**src/rtl/trigger_sched_pkg.sv**
```systemverilog
// Shared types and constants for the trigger scheduler.
// State encoding plus a source-index width helper.
package trigger_sched_pkg;

    localparam int NUM_SRC_MAX = 8;

    typedef enum logic [1:0] {
        IDLE    = 2'd0,
        DELAY   = 2'd1,
        PULSE   = 2'd2,
        HOLDOFF = 2'd3
    } state_e;

    // Index width for n sources; never narrower than one bit.
    function automatic int src_w(input int n);
        return (n <= 1) ? 1 : $clog2(n);
    endfunction

endpackage

```
**src/rtl/trigger_scheduler_if.sv**
```systemverilog
// Config, request and status bundle of the trigger scheduler.
// master drives config/requests, slave is the scheduler.
interface trigger_scheduler_if
    import trigger_sched_pkg::*;
#(
    parameter int NUM_SRC = 4,
    parameter int CNT_W   = 32,
    parameter int DROP_W  = 16
);
    localparam int SRC_W = src_w(NUM_SRC);

    logic [NUM_SRC-1:0] reg_src_enable;
    logic               reg_rr_mode;
    logic [CNT_W-1:0]   reg_delay_cycles;
    logic [CNT_W-1:0]   reg_pulse_cycles;
    logic [CNT_W-1:0]   reg_holdoff_cycles;
    logic               reg_drop_clr;
    logic [NUM_SRC-1:0] trig_req;
    logic               trig_out;
    logic [SRC_W-1:0]   trig_src;
    logic               busy;
    logic [DROP_W-1:0]  drop_cnt;

    modport master (
        output reg_src_enable, reg_rr_mode, reg_delay_cycles,
        output reg_pulse_cycles, reg_holdoff_cycles, reg_drop_clr,
        output trig_req,
        input  trig_out, trig_src, busy, drop_cnt
    );

    modport slave (
        input  reg_src_enable, reg_rr_mode, reg_delay_cycles,
        input  reg_pulse_cycles, reg_holdoff_cycles, reg_drop_clr,
        input  trig_req,
        output trig_out, trig_src, busy, drop_cnt
    );

endinterface

```
**src/rtl/trig_rr_arbiter.sv**
```systemverilog
// Combinational picker over the pending bits.
// Fixed mode scans from 0, round-robin scans from ptr with wrap.
module trig_rr_arbiter #(
    parameter int NUM_SRC = 4,
    parameter int SRC_W   = 2
) (
    input  logic [NUM_SRC-1:0] pending,
    input  logic [SRC_W-1:0]   ptr,
    input  logic               rr_mode,
    output logic [SRC_W-1:0]   winner,
    output logic               valid
);

    // First pending index at or after the scan start.
    always_comb begin
        int start;
        int idx;
        winner = '0;
        valid  = 1'b0;
        start  = rr_mode ? int'(ptr) : 0;
        idx    = 0;
        for (int k = 0; k < NUM_SRC; k++) begin
            idx = start + k;
            if (idx >= NUM_SRC) idx = idx - NUM_SRC;
            if (!valid && pending[idx]) begin
                valid  = 1'b1;
                winner = SRC_W'(idx);
            end
        end
    end

endmodule

```
**src/rtl/trigger_scheduler.sv**
```systemverilog
// Shares one trigger output among several requesters.
// Edge-captured requests are arbitrated, then delayed, pulsed and held off.
module trigger_scheduler
    import trigger_sched_pkg::*;
#(
    parameter int NUM_SRC = 4,
    parameter int CNT_W   = 32,
    parameter int DROP_W  = 16
) (
    input logic                clk,
    input logic                rst,
    trigger_scheduler_if.slave bus
);

    localparam int SRC_W = src_w(NUM_SRC);

    logic [NUM_SRC-1:0] req_q;
    logic [NUM_SRC-1:0] pend_q, pend_d;
    logic [NUM_SRC-1:0] req_edge;
    logic [NUM_SRC-1:0] grant_v;
    state_e             state_q, state_d;
    logic [CNT_W-1:0]   cnt_q, cnt_d;
    logic [CNT_W-1:0]   pulse_q, pulse_d;
    logic [CNT_W-1:0]   hold_q, hold_d;
    logic [SRC_W-1:0]   src_q, src_d;
    logic [SRC_W-1:0]   ptr_q, ptr_d;
    logic [SRC_W-1:0]   win;
    logic               win_vld;
    logic               grant;
    logic               trig_q, trig_d;
    logic [DROP_W-1:0]  drop_q, drop_d;
    logic [3:0]         ndrop;
    logic [DROP_W+3:0]  drop_sum;

    // Last pulse-phase count; a zero width still gives one cycle.
    function automatic logic [CNT_W-1:0] pulse_last(
        input logic [CNT_W-1:0] p
    );
        return (p == '0) ? '0 : p - CNT_W'(1);
    endfunction

    trig_rr_arbiter #(
        .NUM_SRC (NUM_SRC),
        .SRC_W   (SRC_W)
    ) u_arb (
        .pending (pend_q),
        .ptr     (ptr_q),
        .rr_mode (bus.reg_rr_mode),
        .winner  (win),
        .valid   (win_vld)
    );

    assign req_edge = bus.trig_req & ~req_q & bus.reg_src_enable;
    assign grant    = (state_q == IDLE) && win_vld;
    assign grant_v  = grant ? (NUM_SRC'(1) << win) : '0;

    // One-deep pending slots and the saturating drop counter.
    always_comb begin
        pend_d = pend_q;
        ndrop  = '0;
        for (int i = 0; i < NUM_SRC; i++) begin
            if (!bus.reg_src_enable[i]) begin
                pend_d[i] = 1'b0;
            end else if (req_edge[i]) begin
                if (pend_q[i] && !grant_v[i]) ndrop = ndrop + 4'd1;
                pend_d[i] = 1'b1;
            end else if (grant_v[i]) begin
                pend_d[i] = 1'b0;
            end
        end
        drop_sum = (DROP_W+4)'(drop_q) + (DROP_W+4)'(ndrop);
        if (bus.reg_drop_clr) begin
            drop_d = '0;
        end else if (drop_sum[DROP_W+3:DROP_W] != '0) begin
            drop_d = '1;
        end else begin
            drop_d = drop_sum[DROP_W-1:0];
        end
    end

    // Grant, then walk delay -> pulse -> holdoff on one down-counter.
    always_comb begin
        state_d = state_q;
        cnt_d   = cnt_q;
        pulse_d = pulse_q;
        hold_d  = hold_q;
        src_d   = src_q;
        ptr_d   = ptr_q;
        unique case (state_q)
            IDLE: begin
                if (grant) begin
                    pulse_d = bus.reg_pulse_cycles;
                    hold_d  = bus.reg_holdoff_cycles;
                    src_d   = win;
                    if (bus.reg_rr_mode) begin
                        ptr_d = (win == SRC_W'(NUM_SRC - 1)) ?
                                '0 : win + SRC_W'(1);
                    end
                    if (bus.reg_delay_cycles != '0) begin
                        state_d = DELAY;
                        cnt_d   = bus.reg_delay_cycles - CNT_W'(1);
                    end else begin
                        state_d = PULSE;
                        cnt_d   = pulse_last(bus.reg_pulse_cycles);
                    end
                end
            end
            DELAY: begin
                if (cnt_q == '0) begin
                    state_d = PULSE;
                    cnt_d   = pulse_last(pulse_q);
                end else begin
                    cnt_d = cnt_q - CNT_W'(1);
                end
            end
            PULSE: begin
                if (cnt_q == '0) begin
                    if (hold_q != '0) begin
                        state_d = HOLDOFF;
                        cnt_d   = hold_q - CNT_W'(1);
                    end else begin
                        state_d = IDLE;
                    end
                end else begin
                    cnt_d = cnt_q - CNT_W'(1);
                end
            end
            HOLDOFF: begin
                if (cnt_q == '0) begin
                    state_d = IDLE;
                end else begin
                    cnt_d = cnt_q - CNT_W'(1);
                end
            end
            default: state_d = IDLE;
        endcase
        trig_d = (state_d == PULSE);
    end

    // State, counters and registered outputs.
    always_ff @(posedge clk or posedge rst) begin
        if (rst) begin
            req_q   <= '0;
            pend_q  <= '0;
            state_q <= IDLE;
            cnt_q   <= '0;
            pulse_q <= '0;
            hold_q  <= '0;
            src_q   <= '0;
            ptr_q   <= '0;
            trig_q  <= 1'b0;
            drop_q  <= '0;
        end else begin
            req_q   <= bus.trig_req;
            pend_q  <= pend_d;
            state_q <= state_d;
            cnt_q   <= cnt_d;
            pulse_q <= pulse_d;
            hold_q  <= hold_d;
            src_q   <= src_d;
            ptr_q   <= ptr_d;
            trig_q  <= trig_d;
            drop_q  <= drop_d;
        end
    end

    assign bus.trig_out = trig_q;
    assign bus.trig_src = src_q;
    assign bus.busy     = (state_q != IDLE);
    assign bus.drop_cnt = drop_q;

endmodule

```
**src/flat_wrapper.sv**
```systemverilog
// flat-port wrapper written by rule: the top's interface ports become plain ports
module trigger_scheduler_flat import trigger_sched_pkg::*;
#(
    parameter int NUM_SRC = 4,
    parameter int CNT_W   = 32,
    parameter int DROP_W  = 16
)
  (clk, rst, bus_reg_src_enable, bus_reg_rr_mode, bus_reg_delay_cycles, bus_reg_pulse_cycles, bus_reg_holdoff_cycles, bus_reg_drop_clr, bus_trig_req, bus_trig_out, bus_trig_src, bus_busy, bus_drop_cnt);
  trigger_scheduler_if #(.NUM_SRC(NUM_SRC), .CNT_W(CNT_W), .DROP_W(DROP_W)) bus_i ();
  input logic clk;
  input logic rst;
  input wire logic [$bits(bus_i.reg_src_enable)-1:0] bus_reg_src_enable;
  input wire logic [$bits(bus_i.reg_rr_mode)-1:0] bus_reg_rr_mode;
  input wire logic [$bits(bus_i.reg_delay_cycles)-1:0] bus_reg_delay_cycles;
  input wire logic [$bits(bus_i.reg_pulse_cycles)-1:0] bus_reg_pulse_cycles;
  input wire logic [$bits(bus_i.reg_holdoff_cycles)-1:0] bus_reg_holdoff_cycles;
  input wire logic [$bits(bus_i.reg_drop_clr)-1:0] bus_reg_drop_clr;
  input wire logic [$bits(bus_i.trig_req)-1:0] bus_trig_req;
  output wire logic [$bits(bus_i.trig_out)-1:0] bus_trig_out;
  output wire logic [$bits(bus_i.trig_src)-1:0] bus_trig_src;
  output wire logic [$bits(bus_i.busy)-1:0] bus_busy;
  output wire logic [$bits(bus_i.drop_cnt)-1:0] bus_drop_cnt;
  assign bus_i.reg_src_enable = bus_reg_src_enable;
  assign bus_i.reg_rr_mode = bus_reg_rr_mode;
  assign bus_i.reg_delay_cycles = bus_reg_delay_cycles;
  assign bus_i.reg_pulse_cycles = bus_reg_pulse_cycles;
  assign bus_i.reg_holdoff_cycles = bus_reg_holdoff_cycles;
  assign bus_i.reg_drop_clr = bus_reg_drop_clr;
  assign bus_i.trig_req = bus_trig_req;
  assign bus_trig_out = bus_i.trig_out;
  assign bus_trig_src = bus_i.trig_src;
  assign bus_busy = bus_i.busy;
  assign bus_drop_cnt = bus_i.drop_cnt;
  trigger_scheduler #(.NUM_SRC(NUM_SRC), .CNT_W(CNT_W), .DROP_W(DROP_W)) u_core (.clk(clk), .rst(rst), .bus(bus_i));
endmodule
```
**config.mk**
```make
export PLATFORM = sky130hd
export DESIGN_NAME = trigger_scheduler_flat
export DESIGN_NICKNAME = d
export VERILOG_FILES = /design/src/rtl/trigger_sched_pkg.sv /design/src/rtl/trigger_scheduler_if.sv /design/src/rtl/trig_rr_arbiter.sv /design/src/rtl/trigger_scheduler.sv /design/src/flat_wrapper.sv
export SDC_FILE = /design/constraint.sdc
export NUM_CORES = 1
export LEC_CHECK = 0
export CORE_ASPECT_RATIO = 0.7
export CORE_UTILIZATION = 30
export DETAILED_ROUTE_END_ITERATION = 10
export HOLD_SLACK_MARGIN = 0.15
export PLACE_DENSITY_LB_ADDON = 0.12
export RECOVER_POWER = 50
export SLEW_MARGIN = 20
export SYNTH_ARGS = -nofsm -noshare
export SYNTH_HDL_FRONTEND = slang
export SYNTH_HIERARCHICAL = 1
export SYNTH_SLANG_ARGS = --single-unit
```
**constraint.sdc**
```tcl
create_clock -name clk -period 14.6 [get_ports clk]
set_input_delay 3.65 -clock clk [delete_from_list [all_inputs] [get_ports clk]]
set_output_delay 3.65 -clock clk [all_outputs]
set_load 0.1 [all_outputs]
```
Word-level counts from Yosys, hierarchy flattened
Cells that the tools add are included.
{"block": "classes", "n_addsub": 17, "mul": 0, "div": 0, "magnitude_cmp": 8, "eq_ne": 12, "shift": 1, "muxes": 69, "n_bitwise": 3, "n_reduce_logical": 26}
{"cell": "two-way mux 32 bit", "count": 12}
{"cell": "subtractor 32 x 1 -> 32 bit, second input constant", "count": 5}
{"cell": ">= comparator 32 x 4 -> 1 bit, second input constant", "count": 4}
{"cell": "less-than comparator 32 x 4 -> 1 bit, second input constant", "count": 4}
{"cell": "case mux 32 bit (4 select lines)", "count": 1}
{"cell": "subtractor 32 x 4 -> 32 bit, second input constant", "count": 4}
{"cell": "logical NOT 32 bit", "count": 3}
{"cell": "adder 32 x 3 -> 32 bit, second input constant", "count": 2}
{"cell": "nonzero test 32 bit", "count": 2}
{"cell": "two-way mux 4 bit", "count": 12}
{"cell": "adder 32 x 2 -> 32 bit, second input constant", "count": 1}
{"cell": "two-way mux 16 bit", "count": 2}
{"cell": "two-way mux 1 bit", "count": 25}
{"cell": "two-way mux 2 bit", "count": 12}
{"cell": "adder 16 x 4 -> 17 bit", "count": 1}
{"cell": "adder 4 x 1 -> 4 bit, second input constant", "count": 3}
{"cell": "inequality test 3 x 1 -> 1 bit, second input constant", "count": 4}
{"cell": "AND 4 bit", "count": 2}
{"cell": "binary-select mux 1 bit (select 2 bit)", "count": 4}
{"cell": "equality test 2 bit, second input constant", "count": 4}
{"cell": "logical AND 1 bit", "count": 8}
{"cell": "case mux 2 bit (4 select lines)", "count": 1}
{"cell": "logical NOT 1 bit", "count": 7}
{"cell": "AND reduction 3 bit", "count": 2}
{"cell": "11 further kinds", "count": 11}
{"block": "word_totals", "reg_bits": 127, "latchBits": 0, "ramBits": 0, "rom_bits": 0, "inputBits": 108, "out_inout_bits": 20, "elab_cells": 149, "mem_count": 0}

Depth between registers and ports, before layout
{"block": "depth", "ltp_word": 39, "ltp_mapped": 24, "depth_no_buf": 23}

By module
The synthesis kept the hierarchy.
{"mod": "trigger_scheduler", "instances": 1, "cells_each": 1267, "area_each_um2": 9902.0, "seq_area_each_um2": 3178.0}
{"mod": "trig_rr_arbiter", "instances": 1, "cells_each": 46, "area_each_um2": 295.3, "seq_area_each_um2": 0.0}

Least setup slack after synthesis
OpenSTA, ideal clock, no wires.
{"block": "synth_path", "path_kind": "input -> register", "startpoint": "in bus_reg_rr_mode", "endpoint": "reg u_core.drop_q[13] (netlist: u_core/bus.drop_cnt[13])", "setup_time_ns": 0.087, "t_arrival_ns": 8.661, "required_time_ns": 14.513, "slack_ns": 5.852, "path_stages": 23, "path_buffers": 1, "cell_sequence": "buf_2 a21oi_1 o221ai_2 a211oi_2 inv_1 nor3_1 nor3_1 a21boi_0 and3_1 ha_1 mux2_2 ha_1 mux2_2 ha_1 mux2_2 inv_1 fa_1 nor2b_1 o21ai_0 a211oi_1 nand3_1 and4_1 nor3_1"}
{"block": "synth_between", "elab_chain_len": 39, "word_cells_on_any_way": 72, "cone_classes": "add/sub (11); order compare (4); shift (1); mux (40); reduce/logical (16)"}
{"item": "start: declaration", "line_no": "flat_wrapper.sv:13", "text": "input wire logic [$bits(bus_i.reg_rr_mode)-1:0] bus_reg_rr_mode;"}
{"item": "two-way mux 2 bit (*)", "line_no": "trig_rr_arbiter.sv:20", "text": "start = rr_mode ? int'(ptr) : 0;"}
{"item": "parallel branches: the longest is 14 deep, another holds adder 32 x 2 -> 32 bit"}
{"item": "two-way mux 1 bit (*)", "line_no": "trig_rr_arbiter.sv:25", "text": "if (!valid && pending[idx]) begin"}
{"item": "net u_core.win_vld", "line_no": "trigger_scheduler.sv:28", "text": "logic win_vld;"}
{"item": "logical AND 1 bit (*)", "line_no": "trigger_scheduler.sv:54", "text": "assign grant = (state_q == IDLE) && win_vld;"}
{"item": "two-way mux 4 bit (*)", "line_no": "trigger_scheduler.sv:55", "text": "assign grant_v = grant ? (NUM_SRC'(1) << win) : '0;"}
{"item": "logical NOT 1 bit", "line_no": "trigger_scheduler.sv:65", "text": "if (pend_q[i] && !grant_v[i]) ndrop = ndrop + 4'd1;"}
{"item": "logical AND 1 bit", "line_no": "trigger_scheduler.sv:65"}
{"item": "(+12 left out)"}
{"item": "two-way mux 4 bit", "line_no": "trigger_scheduler.sv:65"}
{"item": "two-way mux 4 bit", "line_no": "trigger_scheduler.sv:64", "text": "end else if (req_edge[i]) begin"}
{"item": "two-way mux 4 bit (*)", "line_no": "trigger_scheduler.sv:62", "text": "if (!bus.reg_src_enable[i]) begin"}
{"item": "adder 16 x 4 -> 17 bit (*)", "line_no": "trigger_scheduler.sv:71", "text": "drop_sum = (DROP_W+4)'(drop_q) + (DROP_W+4)'(ndrop);"}
{"item": "nonzero test 4 bit", "line_no": "trigger_scheduler.sv:74", "text": "end else if (drop_sum[DROP_W+3:DROP_W] != '0) begin"}
{"item": "two-way mux 16 bit (*)", "line_no": "trigger_scheduler.sv:74"}
{"item": "two-way mux 16 bit (*)", "line_no": "trigger_scheduler.sv:72", "text": "if (bus.reg_drop_clr) begin"}
{"item": "net u_core.drop_d[13]", "line_no": "trigger_scheduler.sv:31", "text": "logic [DROP_W-1:0] drop_q, drop_d;"}
{"item": "end signal: assignment", "line_no": "trigger_scheduler.sv:163", "text": "drop_q <= drop_d;"}
{"item": "end: declaration", "line_no": "trigger_scheduler.sv:31"}
Mark *: on every way through the listed nets, which the timed path passes. The select of a mux whose other input is x is not followed.
A chain may end at the register's enable or synchronous reset.

Worst setup path after layout
Ends and elaborated chain as after synthesis.

==> metrics.cfg <==
[global_route]
grt_pass1_vias=9825
grt_max_degree=81
busiest_layer=met1
gr-usage-met1_pct=35.3
grt_pass1_wl_um=61200
grt.total_usage_pct=23.2
grtUsageMet2_pct=31.5
grt_use_met3_pct=7.02
overflow=0
antenna_found_initial=0

[finish]
syn_to_final_growth_pct=20.8
final_cell_mix=248 x nand2_1, 127 x dfrtp_1, 116 x clkdlybuf4s50_1
drive_gt1_share_pct=6.17
final_common_cell=nand2_1
layout.nets=1523
postLayoutCellArea_sq_mm=0.0123
fin_cells=1844
num_antenna_cells=0
final_util_pct=36.8

[yosys]
yosysUniqueCellTypes=90
syn-cell-area_sq_mm=0.0102
synth_nets=1439
yosys_most_used_dff=dfrtp_1
syn_inst=1313
ys_seq_area_share_pct=31.2
async_flop_share_pct=100
synth_area_per_cell_sq_um=7.77
yosys_warnings=6
ys_ff_latch=127
synth_edf_count=0

[die]
core_sq_mm=0.0335
die_h_um=156
pin_count=128
die_area_sq_mm=0.0347
start_util_pct=30.4
die_x_um=222
rows=56

[clocking]
clk_path_buf_depth=2
root_buffer=clkbuf_16
postCtsSetupBuffers=0
cts_made_buffers=17
post_cts_resized=0
cts_max_level=4
clk_latency_ps=440
clk_pin_slew_ps=60
cts.sinks=127
cts_hold_buf=0
cts_tree=done

[worst_setup_path]
cp_slowest_cell=a211oi_1
crit_chain=clkdlybuf4s50_1, and3b_2, o221ai_2, a211oi_2, inv_1, nor3_1, nor3_2, buf_4, a21boi_0, and3_1, ha_1, mux2_2, ha_1, mux2_2, ha_1, mux2_2, inv_1, fa_1, nor2b_1, o21ai_0, a211oi_1, nand3_1, and4_1, nor3_1
end_kind=register
start_kind=input pin
required_ps=14960
path_max_fanout=80
slowest_delay_ps=720
arrival_ps=10960
critPathKind=input pin to register

[sta]
max_slew_margin_pct=-135
hold_viol=0
finalSetupTns_ps=0
max_clock_freq_mhz=94.3
max_slew.worst_pin.slew_ps=3520
rsz0062_at_grt=false
setup_violations=0
period_share_pct=72.6
slew_violations=130
timing.hold.ws_ps=497
fin_crit_ps=10600
skew_ps=10.1

[detailed_routing]
vias=10600
wl_per_cell_um=21.8
postRouteAntennaNets=0
firstDrtPassIters=5
wl_um=40200
drtIter0Drc=1051
vias_per_cell=5.72
drc=0

[power]
power_leakage_nw=4.48
p_clk_share_pct=45.2
p_seq_share_pct=42.0
peakVddDrop_v=0.0000541
p_sw_w=0.000255
switching_share_pct=27.9
pwr-share-comb_pct=12.8
internal-power_w=0.000658
pwr_density_cell_mw_per_mm2=74.1

[placed_design]
io_buffer_count=127
placed_cell_area_sq_mm=0.0118
dp_cells=1813
gp_congestion=0.926
dpl.hpwl_um=30600

[flow_run]
drv_cap=2

[min_path]
hp-class=register to register

[run_status]
violations=max-capacitance violations, max-slew violations
outcome=finished with violations

-- worst max-delay path: cells and delay by family --
family | cells | cell delay, ps
and+or+nand+nor | 8 | 2370
AOI/OAI and AO/OA | 5 | 1680
buffers and inverters | 4 | 1270
adders and majority gates | 4 | 1220
muxes | 3 | 720
-- power by group through the flow --
stage | Clock (W) | Combinational (W) | Sequential (W)
finish | 0.000413 | 0.000117 | 0.000383
detailed placement | 0 | 0.000116 | 0.000389
global route | 0.000438 | 0.000127 | 0.000385
CTS | 0.000424 | 0.000117 | 0.000383
global placement | 0 | 0.000116 | 0.000389
floorplan | 0 | 0.0000554 | 0.000384
-- kinds of logic after synthesis --
logic type / after synthesis / synth area share, %
xor gates and xnor gates: 115 / 9.88
AOI/OAI and AO/OA: 283 / 18.5
muxes: 10 / 1.04
buffers and inverters: 106 / 4.64
DFF: 127 / 31.2
adders and majority gates: 18 / 2.28
and+or+nand+nor: 654 / 32.5
-- final timing paths --
path,startpoint,end,slack [ps],cells past startpoint
worst max-delay path,bus_reg_rr_mode,u_core/bus.drop_cnt[13],4000,24
worst min-delay path,u_core/bus.trig_src[0],u_core/bus.trig_src[0],500,2
worst max register to register,u_core/ptr_q[0],u_core/bus.drop_cnt[13],7240,23
worst min register to register,u_core/bus.trig_src[0],u_core/bus.trig_src[0],500,2
max in group asynchronous,rst,u_core/hold_q[1],5700,3
min in group asynchronous,rst,u_core/bus.drop_cnt[8],4580,2
-- area by class of cell --
class                   count  area (sq um)
fillers                  3536         21200
multi-input cells        1080          6570
flip-flops and latches    127          3180
repair buffers            138          1350
well taps                 435           544
clock buffers              21           460
inverters                  33           125
clock inverters            10          90.1
-- per-stage QoR --
stage          worst slack, ps  total power (W)
2_1_floorplan             5850         0.000439
3_3_place_gp              3730         0.000505
3_5_place_dp              3580         0.000505
4_1_cts                   4020         0.000923
5_1_grt                   3570         0.000951
6_report                  4000         0.000913
-- layer usage --
metal  vias up  share of wire, %
met5         -                 0
met4         0              0.84
met3        24               8.6
met2       359                40
met1      5225                51
li1       4947                 -
-- synthesized netlist by cell type, types with 14 or more instances --
cell | number | area (sq um)
a21oi_1 | 73 | 365
a31oi_1 | 16 | 100
clkbuf_1 | 51 | 191
dfrtp_1 | 127 | 3180
ha_1 | 17 | 213
inv_1 | 32 | 120
nand2_1 | 249 | 935
nand3_1 | 38 | 190
nand4_1 | 19 | 119
nor2_1 | 84 | 315
nor3_1 | 67 | 335
nor4_1 | 60 | 375
o21ai_0 | 53 | 265
o22ai_1 | 17 | 106
o31ai_1 | 14 | 105
or3_1 | 23 | 144
or4_1 | 25 | 188
xnor2_1 | 72 | 631
xor2_1 | 43 | 377
-- registers in the layout, summed over array words and instances, names as in the netlist --
register,count
u_core/cnt_q,32
u_core/ptr_q,2
u_core/bus.trig_src,2
u_core/pulse_q,32
u_core/bus.drop_cnt,16
u_core/req_q,4
u_core/state_q,2
u_core/bus.trig_out,1
u_core/hold_q,32
u_core/pend_q,4
(Power assumes the default switching activity.)
